<file path="src/rtl/mini_alu_div_param.sv">
// mini_alu_div_param: multi-cycle restoring divider with signed mode, divide-by-zero and overflow flags
module mini_alu_div_param #(
    parameter int WIDTH     = 16,
    parameter bit SIGNED_EN = 1'b1
) (
    input  logic             clk,
    input  logic             rst,
    input  logic             start,
    input  logic             signed_op,
    input  logic [WIDTH-1:0] X,
    input  logic [WIDTH-1:0] Y,
    output logic             busy,
    output logic [WIDTH-1:0] quot,
    output logic [WIDTH-1:0] rem,
    output logic             div_zero,
    output logic             overflow,
    output logic             valid
);
    localparam int CW = $clog2(WIDTH);
    typedef enum logic [1:0] {IDLE, CALC, FIX, ZERO} state_t;
    state_t state, state_nx;
    logic [CW-1:0] count;
    logic [2*WIDTH:0] p, p_sh, p_step;
    logic [WIDTH:0] trial;
    logic [WIDTH-1:0] ymag, xabs, yabs;
    logic s, sign_q, sign_r, ovf_pend, accept;
    assign s      = signed_op & SIGNED_EN;
    assign xabs   = (s & X[WIDTH-1]) ? -X : X;
    assign yabs   = (s & Y[WIDTH-1]) ? -Y : Y;
    assign accept = (state == IDLE) & start;
    assign busy   = state != IDLE;
    // upper WIDTH+1 bits hold the partial remainder, lower WIDTH bits shift the dividend into the quotient
    assign p_sh   = p << 1;
    assign trial  = p_sh[2*WIDTH:WIDTH] - {1'b0, ymag};
    assign p_step = trial[WIDTH] ? p_sh : {trial, p_sh[WIDTH-1:1], 1'b1};
    always_comb begin
        state_nx = (state == IDLE) ? (start ? ((Y == '0) ? ZERO : CALC) : IDLE) :
                   (state == CALC) ? ((count == CW'(WIDTH - 1)) ? FIX : CALC) : IDLE;
    end
    always_ff @(posedge clk or negedge rst) begin
        if (!rst) state <= IDLE;
        else      state <= state_nx;
    end
    always_ff @(posedge clk or negedge rst) begin
        if (!rst) begin
            count    <= '0;
            p        <= '0;
            ymag     <= '0;
            sign_q   <= 1'b0;
            sign_r   <= 1'b0;
            ovf_pend <= 1'b0;
            quot     <= '0;
            rem      <= '0;
            div_zero <= 1'b0;
            overflow <= 1'b0;
            valid    <= 1'b0;
        end else begin
            valid <= 1'b0;
            if (accept) begin
                sign_q   <= s & (X[WIDTH-1] ^ Y[WIDTH-1]);
                sign_r   <= s & X[WIDTH-1];
                ymag     <= yabs;
                // divide-by-zero keeps the raw dividend so it can be returned as the remainder
                p        <= {(WIDTH + 1)'(0), (Y == '0) ? X : xabs};
                count    <= '0;
                ovf_pend <= s & (X == {1'b1, {(WIDTH - 1){1'b0}}}) & (&Y);
                div_zero <= 1'b0;
                overflow <= 1'b0;
            end else if (state == CALC) begin
                p     <= p_step;
                count <= count + CW'(1);
            end else if (state == FIX) begin
                quot     <= sign_q ? -p[WIDTH-1:0] : p[WIDTH-1:0];
                rem      <= sign_r ? -p[2*WIDTH-1:WIDTH] : p[2*WIDTH-1:WIDTH];
                overflow <= ovf_pend;
                valid    <= 1'b1;
            end else if (state == ZERO) begin
                quot     <= '1;
                rem      <= p[WIDTH-1:0];
                div_zero <= 1'b1;
                valid    <= 1'b1;
            end
        end
    end
endmodule
</file>
<file path="config.mk">
export PLATFORM = sky130hd
export DESIGN_NAME = mini_alu_div_param
export DESIGN_NICKNAME = d
export VERILOG_FILES = /design/src/rtl/mini_alu_div_param.sv
export SDC_FILE = /design/constraint.sdc
export NUM_CORES = 1
export LEC_CHECK = 0
export CAP_MARGIN = 10
export CORE_MARGIN = 4
export CORE_UTILIZATION = 36
export DETAILED_ROUTE_END_ITERATION = 8
export GPL_TIMING_DRIVEN = 0
export SLEW_MARGIN = 5
export SYNTH_ARGS = -nofsm -noshare
export SYNTH_HDL_FRONTEND = slang
export SYNTH_SLANG_ARGS = --single-unit
</file>
<file path="constraint.sdc">
create_clock -name clk -period 5.25 [get_ports clk]
set_clock_uncertainty 0.1 [all_clocks]
set_input_delay 0.7875 -clock clk [delete_from_list [all_inputs] [get_ports clk]]
set_output_delay 0.7875 -clock clk [all_outputs]
set_load 0.005 [all_outputs]
</file>
# Yosys cells after proc, flatten, opt, wreduce, memory -nomap -nowiden
# Index checks and enable logic that the tools add are counted.
# totals
regBits	92
input_bits	36
out_inout_bits	36
# classes
add_sub_neg	6
eq_ne	7
n_mux	30
n_bitwise	9
reduce_logical	11
# op_table
op	count
$mux W16	9
$mux W32	3
$neg A16 Y16	4
$sub A17 B16 Y17	1
$eq A16 B16 Y1 const B	1
$logic_not A16 Y1	1
$reduce_and A16 Y1	1
$mux W1	11
$mux W2	5
$reduce_bool A2 Y1	5
$mux W4	2
$and A1 B1 Y1	6
$reduce_and A3 Y1	2
$add A4 B1 Y4 const B	1
$eq A2 B2 Y1 const B	2
$eq A4 B4 Y1 const B	1
$ne A2 B2 Y1 const B	2
$eq A2 B1 Y1 const B	1
$logic_not A2 Y1	1
$not A1 Y1	2
$reduce_and A2 Y1	1
$xor A1 B1 Y1	1

# Logic depth before layout (Yosys ltp)
# Gate-level depths: netlist of the first run.
# depth
depth_word	5
ltp_mapped	11
mapped_depth_nobuf	10

# Worst setup path after synthesis of the first run
# No wires, ideal clock.
# synth_timing
kind	input to register
from	input Y[0]
to	register p[14]
setup_ns	0.130
arrival_ns	2.547
required_ns	5.020
setup_slack_ns	2.473
cell_stages	10
path_buffers	1
path_cell_list	inv_1 -> ha_1 -> or3b_1 -> nor4b_2 -> nor3b_4 -> nor2_2 -> buf_6 -> o21ai_0 -> xor2_1 -> o21ai_1
# synth_between
elab_chain_cells	3
# synth_rtl
element	line	rtl
from (decl)	11	input logic [WIDTH-1:0] Y,
$logic_not A16 Y1	64	p <= {(WIDTH + 1)'(0), (Y == '0) ? X : xabs};
$mux W16	64	
$mux W32	59	if (accept) begin
to (signal assigned)	64	
to (signal assigned)	70	p <= p_step;
to (decl)	23	logic [2*WIDTH:0] p, p_sh, p_step;
# No other way between the ends.
# A chain may end at the register's enable or synchronous reset.

# Worst setup path in the final report of the first run
# layout_timing
from	register p[15]
to	register p[28]
# layout_between
elab_chain_cells	4
# layout_rtl
element	line	rtl
$sub A17 B16 Y17	34	assign trial = p_sh[2*WIDTH:WIDTH] - {1'b0, ymag};
$mux W32	35	assign p_step = trial[WIDTH] ? p_sh : {trial, p_sh[WIDTH-1:1], 1'b1};
$mux W32	69	end else if (state == CALC) begin
$mux W32	59	
# No other way between the ends. The select of a mux whose other input is x is not followed.

==> out/results.tsv, run 1 <==
stage	metric	value	unit
synth	Post-synth EDFFs	0	
clock_network	Setup Fix Bufs, Post-CTS	0	
detailed_routing	drt wl/cell	17.0	um
synth	yosys synthesis warning count	0	
synth	synth cell count leaders	dfrtp_1, nand2_1, o21ai_0, nor2_1, xor2_1	
detailed_routing	Via Count	5395	
synth	Post-Synthesis Cells	689	
synth	Seq cells post-synth	92	
timing	Slew Viols, Final	0	
clock_network	PostCTS Resize Cnt	0	
cells_and_area	nets	830	
worst_setup_path	Startpoint Class	flip-flop	
worst_setup_path	CP peak stage delay	0.83	ns
floorplanning	initial core utilization	37.1	%
detailed_routing	vias per std cell	5.45	
worst_setup_path	critical path class	flip-flop to flip-flop	
grt	largest net degree at the start of global routing	62	
detailed_routing	Pre-Repair DR Iteration Count	5	
place	Detail Placement HPWL	13400	um
clock_network	CTS root buffer	clkbuf_16	
cells_and_area	synth-to-layout area growth	21.2	%
detailed_routing	Antenna Nets Post-Route	0	
power_and_ir_drop	leakage	2.98	nW
worst_setup_path	CP Max Fanout	10	
clock_network	Worst-Skew Late Latency	0.35	ns
clock_network	total CTS buffers	9	
timing	final worst path period need	3.64	ns
synth	Async SR Flop Fraction	100	%
cells_and_area	share of layout cells above drive strength 1	6.20	%
worst_setup_path	Crit path top cell by count	o21ai_0	
floorplanning	die height	137	um
synth	Net Count, Synth	748	
worst_setup_path	critical path data arrival time	3.81	ns
synth	largest cells by area after synthesis	dfrtp_1, xor2_1, o21ai_0, nand2_1, ha_1	
clock_network	H-tree depth	3	
floorplanning	core area	16100	sq um
detailed_routing	Routed WL	16900	um
clock_network	CTS tree	yes	
clock_network	hold-fix buffers at CTS	0	
timing	Worst slew margin	31.6	%
synth	register area share after synthesis	38.7	%
place	port buffer count	70	
worst_setup_path	Critical Path RT	5.42	ns
min_path	HP Class	input port to asynchronous set/reset pin	
synth	post-synthesis cell area	5960	sq um
synth	Cell variety after synth	55	
grt	gr ovfl total	0	
cells_and_area	Inserted Diodes	0	
floorplanning	die width	137	um
place	DP Worst Slack	1.56	ns
detailed_routing	First DRT Iteration DRCs	448	
clock_network	Bufs on Longest Clock Path	2	
synth	Avg Cell Area, Syn	8.64	sq um
power_and_ir_drop	IR drop worst, VDD	0.343	mV
floorplanning	# rows	46	
floorplanning	Die ar.	18700	sq um
timing	Tcrit/Tclk final	69.4	%
timing	RSZ-0062 raised after global routing	false	
place	Placer Congestion	0.881	
place	Area after DPL	6950	sq um
grt	GRT Util Overall	18.4	%
worst_setup_path	CP max-delay cell	xor2_1	
timing	hold violation count in the final report	0	
timing	Final TNS setup	0	ns
power_and_ir_drop	total power	4.72	mW
run_status	status	finished clean	
grt	first-pass GRT wire length	27100	um
synth	area share of the leading cell type in the synthesized netlist	38.7	%
synth	leading area contributor after synthesis	dfrtp_1	
cells_and_area	fin area	7220	sq um
timing	endpoints failing setup	0	
grt	initial antenna violation count	0	
synth	top_reg_cell synth	dfrtp_1	
synth	count leader, synth	dfrtp_1	
power_and_ir_drop	PD cells	654	nW/um^2
floorplanning	# IOs	72	
timing	Final Worst Setup Slack	1.61	ns
timing	f_max	274	MHz
flow_run	Max-Cap Viols	0	
worst_setup_path	CP Cell Sequence	inv_1 -> ha_1 -> fa_1 -> nand2b_1 -> a21oi_1 -> o21ai_0 -> o21ai_1 -> xor2_1 -> nand4_1 -> o21ai_0	
grt	vias in the first global route	5241	
clock_network	clock slew at reported path FFs	0.06	ns
worst_setup_path	Critical Path End Type	flip-flop	
timing	Tightest Pin Transition	1.02	ns
detailed_routing	Residual DRC	0	
clock_network	clock sinks	92	
## power breakdown
part / internal [mW] / switching, mW
Combinational: 1.19 / 1.53
Sequential: 1.05 / 0.346
Clock: 0.330 / 0.274
Total: 2.58 / 2.15
## worst paths after layout
path	start	cells after the start	slack (ns)	to
min in group clk	ymag[11]	2	0.38	ymag[11]
max in group asynchronous	rst	2	4.12	quot[11]
hold reg to reg	ymag[11]	2	0.38	ymag[11]
setup reg to reg	p[15]	10	1.61	p[28]
setup / recovery	p[15]	10	1.61	p[28]
hold / removal	rst	1	0.28	ymag[14]
## flip-flops by register name (all words and copies together), names as in the netlist
register	cells
rem	16
overflow	1
ovf_pend	1
state	2
count	4
sign_q	1
quot	16
p	32
ymag	16
valid	1
sign_r	1
div_zero	1
## stage by stage
| stage | hold slack (ns) | utilization, % | instances |
|---|---|---|---|
| 6_report | 0.278 | 45.0 | 990 |
| 5_1_grt | 0.308 | 45.0 | 990 |
| 4_1_cts | 0.290 | 45.0 | 990 |
| 3_5_place_dp | 0.374 | 43.3 | 976 |
| 3_3_place_gp | 0.372 | 43.1 | 975 |
| 2_1_floorplan | 0.346 | - | 689 |
## logic make-up after synthesis
group | after synthesis | synth area share, %
AOI/OAI and AO/OA | 190 | 19.8
xor gates and xnor gates | 68 | 10.0
adders and majority gates | 23 | 4.96
buffers and inverters | 66 | 4.43
DFF | 92 | 38.7
muxes | 21 | 3.84
and+or+nand+nor | 229 | 18.3
## final cells by class
cell class                 count  area (sq um)
inverter                      25          93.8
fill                        1559          8840
tap                          216           270
clock inverter                 3          23.8
sequential                    92          2300
clock buffer                  11           243
timing repair buffer          71           726
buffer                        41           170
multi-input combinational    531          3390
## routing by layer
layer | part of all wire [%] | GRT usage (%) | routed length, um
met4 | 1.3 | 5.77 | 223
met2 | 46 | 28.6 | 7720
met3 | 4.7 | 2.61 | 788
met1 | 48 | 26.6 | 8120
met5 | 0 | 0 | 0
## cell usage in the layout (no fill, tap or decap), types with 2 or more instances in the layout
master,instances
a21o_1,4
a21oi_1,39
a22o_1,2
a22oi_1,15
a32o_1,2
a32oi_1,6
and3_1,4
buf_1,2
buf_2,4
buf_4,2
clkbuf_1,34
clkbuf_16,9
clkdlybuf4s50_1,69
clkinvlp_4,2
dfrtp_1,92
ha_1,22
inv_1,25
mux2_2,15
mux2i_1,6
nand2_1,90
nand2b_1,12
nand3_1,22
nand4_1,14
nor2_1,51
nor2b_1,7
nor3_1,8
nor4_1,3
o211ai_1,2
o21ai_0,76
o21ai_1,8
o21bai_1,3
o311ai_0,9
o31ai_1,12
o41ai_1,3
o41ai_2,2
or2_2,2
or3_1,2
or4_1,5
xnor2_1,17
xor2_1,51
## critical path: cells and delay by family, from the launching register on
family / cells / cell delay [ns]
compound gates: 4 / 1.00
xor+xnor: 1 / 0.83
fa+ha+maj: 2 / 0.64
simple gates: 2 / 0.48
flops: 1 / 0.38
buf+inv: 1 / 0.14
Power figures use the tool's default switching activity.
==> inputs of run 2 (changes only) <==
==> constraint.sdc (replaced) <==
create_clock -name clk -period 3.4 [get_ports clk]
set_clock_uncertainty 0.1 [all_clocks]
set_input_delay 0.51 -clock clk [delete_from_list [all_inputs] [get_ports clk]]
set_output_delay 0.51 -clock clk [all_outputs]
set_load 0.005 [all_outputs]
==> out/results.tsv, run 2 (synthesized netlist as in run 1, its figures left out) <==
stage	metric	value	unit
run_status	status	finished clean	
timing	Worst slew margin	56.9	%
power_and_ir_drop	leakage	3.00	nW
floorplanning	# rows	46	
cells_and_area	flip-flop count of the largest register after layout	32	
place	Placed Instances	976	
cells_and_area	FILL cells	1555	
flow_run	Max-Cap Viols	0	
power_and_ir_drop	internal power	4.06	mW
detailed_routing	First DRT Iteration DRCs	468	
clock_network	clock slew at reported path FFs	0.06	ns
cells_and_area	most common cell after layout, fill and taps aside	dfrtp_1	
worst_setup_path	cell family contributing the most delay on the critical path	compound AO/OA/AOI/OAI gates	
detailed_routing	Antenna Nets Post-Route	0	
place	port buffer count	70	
detailed_routing	drt wl/cell	17.1	um
worst_setup_path	reg2reg start	p[15]	
worst_setup_path	critical path class	flip-flop to flip-flop	
detailed_routing	Via Count	5432	
floorplanning	Die ar.	18700	sq um
cells_and_area	Multi-input gate area	3410	sq um
clock_network	CTS root buffer	clkbuf_16	
clock_network	clock sinks	92	
clock_network	H-tree depth	3	
cells_and_area	nets	834	
timing	f_max	318	MHz
floorplanning	die width	137	um
detailed_routing	Routed WL	17000	um
clock_network	Bufs on Longest Clock Path	2	
cells_and_area	fin area	7270	sq um
timing	final worst path period need	3.14	ns
power_and_ir_drop	Logic pwr share	58.5	%
power_and_ir_drop	Sw Pwr	3.39	mW
detailed_routing	Pre-Repair DR Iteration Count	5	
worst_setup_path	Worst Setup SP	p[15]	
detailed_routing	Residual DRC	0	
timing	hold violation count in the final report	0	
worst_setup_path	critical path data arrival time	3.28	ns
cells_and_area	share of layout cells above drive strength 1	6.94	%
worst_setup_path	Startpoint Class	flip-flop	
timing	Tcrit/Tclk final	92.4	%
worst_setup_path	Buf+Inv Stages, Crit Path	2	
worst_setup_path	CP peak stage delay	0.39	ns
worst_setup_path	CP Cell Sequence	inv_1 -> ha_1 -> fa_1 -> nand2b_1 -> a21oi_1 -> o21ai_1 -> o21ai_2 -> xnor2_1 -> buf_2 -> nand2_1 -> a32o_1	
min_path	HP Class	input port to asynchronous set/reset pin	
grt	gr ovfl total	0	
clock_network	CTS tree	yes	
power_and_ir_drop	Switching Fraction	45.5	%
grt	initial antenna violation count	0	
worst_setup_path	CP max-delay cell	fa_1	
worst_setup_path	Critical Path RT	3.54	ns
timing	Tightest Pin Transition	0.644	ns
cells_and_area	Most flops, register	p	
place	Detail Placement HPWL	13400	um
floorplanning	# IOs	72	
floorplanning	initial core utilization	37.1	%
cells_and_area	Inserted Diodes	0	
power_and_ir_drop	PD cells	1020	nW/um^2
power_and_ir_drop	IR drop worst, VDD	0.448	mV
floorplanning	die height	137	um
cells_and_area	most frequent cells in the layout	dfrtp_1, nand2_1, o21ai_0, clkdlybuf4s50_1, nor2_1	
worst_setup_path	Critical Path End Type	flip-flop	
timing	Slew Viols, Final	0	
grt	largest net degree at the start of global routing	62	
clock_network	total CTS buffers	9	
power_and_ir_drop	Clock power frac	12.5	%
cells_and_area	Final Non-Filler Cells	994	
cells_and_area	FF+latch area	2300	sq um
timing	RSZ-0062 raised after global routing	false	
grt	vias in the first global route	5219	
floorplanning	core area	16100	sq um
grt	first-pass GRT wire length	27100	um
detailed_routing	vias per std cell	5.46	
power_and_ir_drop	Reg power frac	29.0	%
clock_network	Worst-Skew Late Latency	0.35	ns
worst_setup_path	CP Max Fanout	10	
timing	endpoints failing setup	0	
place	Area after DPL	6950	sq um
cells_and_area	synth-to-layout area growth	22.1	%
grt	GRT Util Overall	18.5	%
place	Placer Congestion	0.881	
[run 2: cell types whose count changed in the layout (fill, tap and decap cells not counted), sizes merged]
cell / change
buf: +4
[run 2: area by class of cell]
class,instances,share of cell area (%)
buffer,41,2.34
clock buffer,11,3.34
clock inverter,3,0.327
inverter,25,1.29
multi-input combinational,531,46.9
sequential,92,31.7
tap,216,3.72
timing repair buffer,75,10.4
[run 2: through the flow]
stage / hold WS, ns / worst slack [ns] / total power [mW] / util (%) / setup TNS (ns)
floorplan: 0.114 / 0.643 / 4.86 / - / 0
global placement: 0.372 / -1.59 / 6.24 / 43.1 / -145.33
detailed placement: 0.374 / -0.127 / 6.33 / 43.3 / -0.280
CTS: 0.0123 / 0.104 / 7.30 / 45.0 / 0
global route: 0.0286 / 0.0659 / 8.08 / 45.3 / 0
finish: 0.000496 / 0.257 / 7.45 / 45.3 / 0
[run 2: worst reg2reg max path: stages (launching register included)]
cell	delay [ns]
dfrtp_1	0.38
inv_1	0.15
ha_1	0.25
fa_1	0.39
nand2b_1	0.20
a21oi_1	0.21
o21ai_1	0.21
o21ai_2	0.31
xnor2_1	0.21
buf_2	0.29
nand2_1	0.08
a32o_1	0.25
[run 2: final timing paths]
| check | endpoint | slack [ns] | cells after the start |
|---|---|---|---|
| setup / recovery | p[16] | 0.26 | 11 |
| hold / removal | ymag[14] | 0.0005 | 1 |
| setup reg to reg | p[16] | 0.26 | 11 |
| hold reg to reg | ymag[11] | 0.38 | 2 |
| max in group asynchronous | quot[11] | 2.54 | 2 |
| min in group clk | ymag[11] | 0.38 | 2 |
[run 2: power groups by stage]
stage | clock network [mW] | logic [mW] | registers, mW
2_1_floorplan | 0 | 2.86 | 1.99
3_3_place_gp | 0 | 4.09 | 2.15
3_5_place_dp | 0 | 4.16 | 2.17
4_1_cts | 0.954 | 4.19 | 2.15
5_1_grt | 0.997 | 4.86 | 2.22
6_report | 0.935 | 4.36 | 2.16
[run 2: what timing repair did]
item                       4_1_cts  5_1_grt
hold buffers                     0        0
setup endpoints to repair        4       10
resized for setup                1        3
cloned                           0        0
pin swaps                        0        2
buffers inserted                 0        4
[run 2: layer usage]
layer	share of wire, %	wire length [um]	track usage (%)
met4	1.6	268	5.66
met5	0	0	0
met2	46	7780	28.6
met3	5.7	967	2.61
met1	47	7990	26.7
==> inputs of run 3 (changes only) <==
--- a/config.mk
+++ b/config.mk
@@ -6,7 +6,7 @@
 export NUM_CORES = 1
 export LEC_CHECK = 0
 export CAP_MARGIN = 10
-export CORE_MARGIN = 4
+export CORE_MARGIN = 5
 export CORE_UTILIZATION = 36
 export DETAILED_ROUTE_END_ITERATION = 8
 export GPL_TIMING_DRIVEN = 0
==> out/results.tsv, run 3 (synthesized netlist as in run 1, its figures left out) <==
stage	metric	value	unit
grt	largest net degree at the start of global routing	59	
power_and_ir_drop	leakage	3.01	nW
cells_and_area	fin area	7270	sq um
place	Placed Instances	980	
floorplanning	# IOs	72	
floorplanning	initial core utilization	36.3	%
worst_setup_path	CP Max Fanout	10	
clock_network	Bufs on Longest Clock Path	2	
timing	Tightest Pin Transition	0.581	ns
detailed_routing	Antenna Nets Post-Route	0	
place	DP Worst Slack	-0.0498	ns
cells_and_area	Most flops, register	p	
timing	RSZ-0062 raised after global routing	false	
worst_setup_path	Critical Path RT	3.54	ns
cells_and_area	flip-flop count of the largest register after layout	32	
power_and_ir_drop	Switching Fraction	44.6	%
clock_network	total CTS buffers	9	
clock_network	clock slew at reported path FFs	0.07	ns
detailed_routing	Routed WL	16000	um
timing	endpoints failing setup	0	
min_path	HP Class	input port to asynchronous set/reset pin	
timing	Worst slew margin	60.8	%
cells_and_area	Final Non-Filler Cells	998	
worst_setup_path	CP peak stage delay	0.43	ns
power_and_ir_drop	PD cells	1000	nW/um^2
clock_network	CTS root buffer	clkbuf_16	
detailed_routing	Via Count	5262	
detailed_routing	vias per std cell	5.27	
clock_network	hold-fix buffers at CTS	0	
power_and_ir_drop	Clock power frac	13.6	%
detailed_routing	Residual DRC	0	
place	Detail Placement HPWL	12600	um
worst_setup_path	Critical Path End Type	flip-flop	
timing	Tcrit/Tclk final	91.6	%
place	port buffer count	70	
worst_setup_path	critical path class	flip-flop to flip-flop	
cells_and_area	most frequent cells in the layout	dfrtp_1, nand2_1, o21ai_0, clkdlybuf4s50_1, nor2_1	
worst_setup_path	Startpoint Class	flip-flop	
power_and_ir_drop	Logic pwr share	57.1	%
cells_and_area	synth-to-layout area growth	22.1	%
grt	gr ovfl total	0	
timing	Final Worst Setup Slack	0.287	ns
worst_setup_path	CP Cell Sequence	inv_1 -> ha_1 -> fa_1 -> nand2b_1 -> a21oi_1 -> o21ai_0 -> o21ai_1 -> xor2_2 -> nand2_1 -> a32o_1	
clock_network	clock sinks	92	
clock_network	Worst-Skew Late Latency	0.35	ns
power_and_ir_drop	total power	7.31	mW
cells_and_area	most common cell after layout, fill and taps aside	dfrtp_1	
grt	GRT Util Overall	16.4	%
cells_and_area	nets	832	
floorplanning	Die ar.	19200	sq um
timing	hold_ws	0.00691	ns
place	Area after DPL	6960	sq um
clock_network	H-tree depth	3	
power_and_ir_drop	IR drop worst, VDD	0.409	mV
detailed_routing	drt wl/cell	16.0	um
timing	final worst path period need	3.11	ns
floorplanning	die width	139	um
floorplanning	core area	16400	sq um
timing	hold violation count in the final report	0	
grt	vias in the first global route	5008	
floorplanning	die height	139	um
timing	f_max	321	MHz
power_and_ir_drop	Reg power frac	29.3	%
floorplanning	# rows	47	
place	Placer Congestion	0.915	
power_and_ir_drop	internal power	4.05	mW
worst_setup_path	CP max-delay cell	xor2_2	
worst_setup_path	critical path data arrival time	3.25	ns
flow_run	Max-Cap Viols	0	
detailed_routing	Pre-Repair DR Iteration Count	5	
timing	Slew Viols, Final	0	
cells_and_area	Inserted Diodes	0	
grt	first-pass GRT wire length	25900	um
run_status	status	finished clean	
grt	initial antenna violation count	0	
cells_and_area	share of layout cells above drive strength 1	6.94	%
worst_setup_path	Buf+Inv Stages, Crit Path	1	
power_and_ir_drop	Sw Pwr	3.26	mW
detailed_routing	First DRT Iteration DRCs	399	
worst_setup_path	cell family contributing the most delay on the critical path	compound AO/OA/AOI/OAI gates	
clock_network	CTS tree	yes	
## run 3: worst paths after layout
check | start | end | slack (ns) | cells past startpoint
setup / recovery | p[15] | p[17] | 0.29 | 10
hold / removal | rst | quot[10] | 0.007 | 1
setup reg to reg | p[15] | p[17] | 0.29 | 10
hold reg to reg | ymag[9] | ymag[9] | 0.38 | 2
max in group asynchronous | rst | ymag[12] | 2.54 | 2
min in group clk | ymag[9] | ymag[9] | 0.38 | 2
## run 3: power groups by stage
| stage | Combinational (mW) | Sequential [mW] | Clock (mW) |
|---|---|---|---|
| global route | 4.70 | 2.21 | 1.05 |
| global placement | 4.05 | 2.15 | 0 |
| finish | 4.17 | 2.14 | 0.991 |
| floorplan | 2.86 | 1.99 | 0 |
| CTS | 4.12 | 2.13 | 1.01 |
| detailed placement | 4.11 | 2.15 | 0 |
## run 3: metal layers
metal	routed length, um	share of wire (%)	track usage [%]	up-vias
met2	7030	44	25.3	157
li1	-	-	-	2615
met3	845	5.3	3.34	23
met5	0	0	0	-
met1	7840	49	23.3	2467
met4	294	1.8	5.05	0
## run 3: final cells by class
cell class | instances | area, sq um
repair buffers | 73 | 741
clock buffers | 11 | 253
flip-flops and latches | 92 | 2300
multi-input cells | 531 | 3400
inverters | 25 | 93.8
plain buffers | 41 | 170
clock inverters | 5 | 41.3
fillers | 1632 | 9130
well taps | 220 | 275
## run 3: metrics by stage
step	util [%]	setup TNS [ns]
2_1_floorplan	-	0
3_3_place_gp	42.2	-160.27
3_5_place_dp	42.4	-0.136
4_1_cts	44.2	0
5_1_grt	44.3	0
6_report	44.3	0
## run 3: timing repair
action,in CTS,in global routing
endpoints found under the hold margin,0,0
resized for setup,0,1
endpoints found under the setup margin,0,5
buffers inserted,0,2
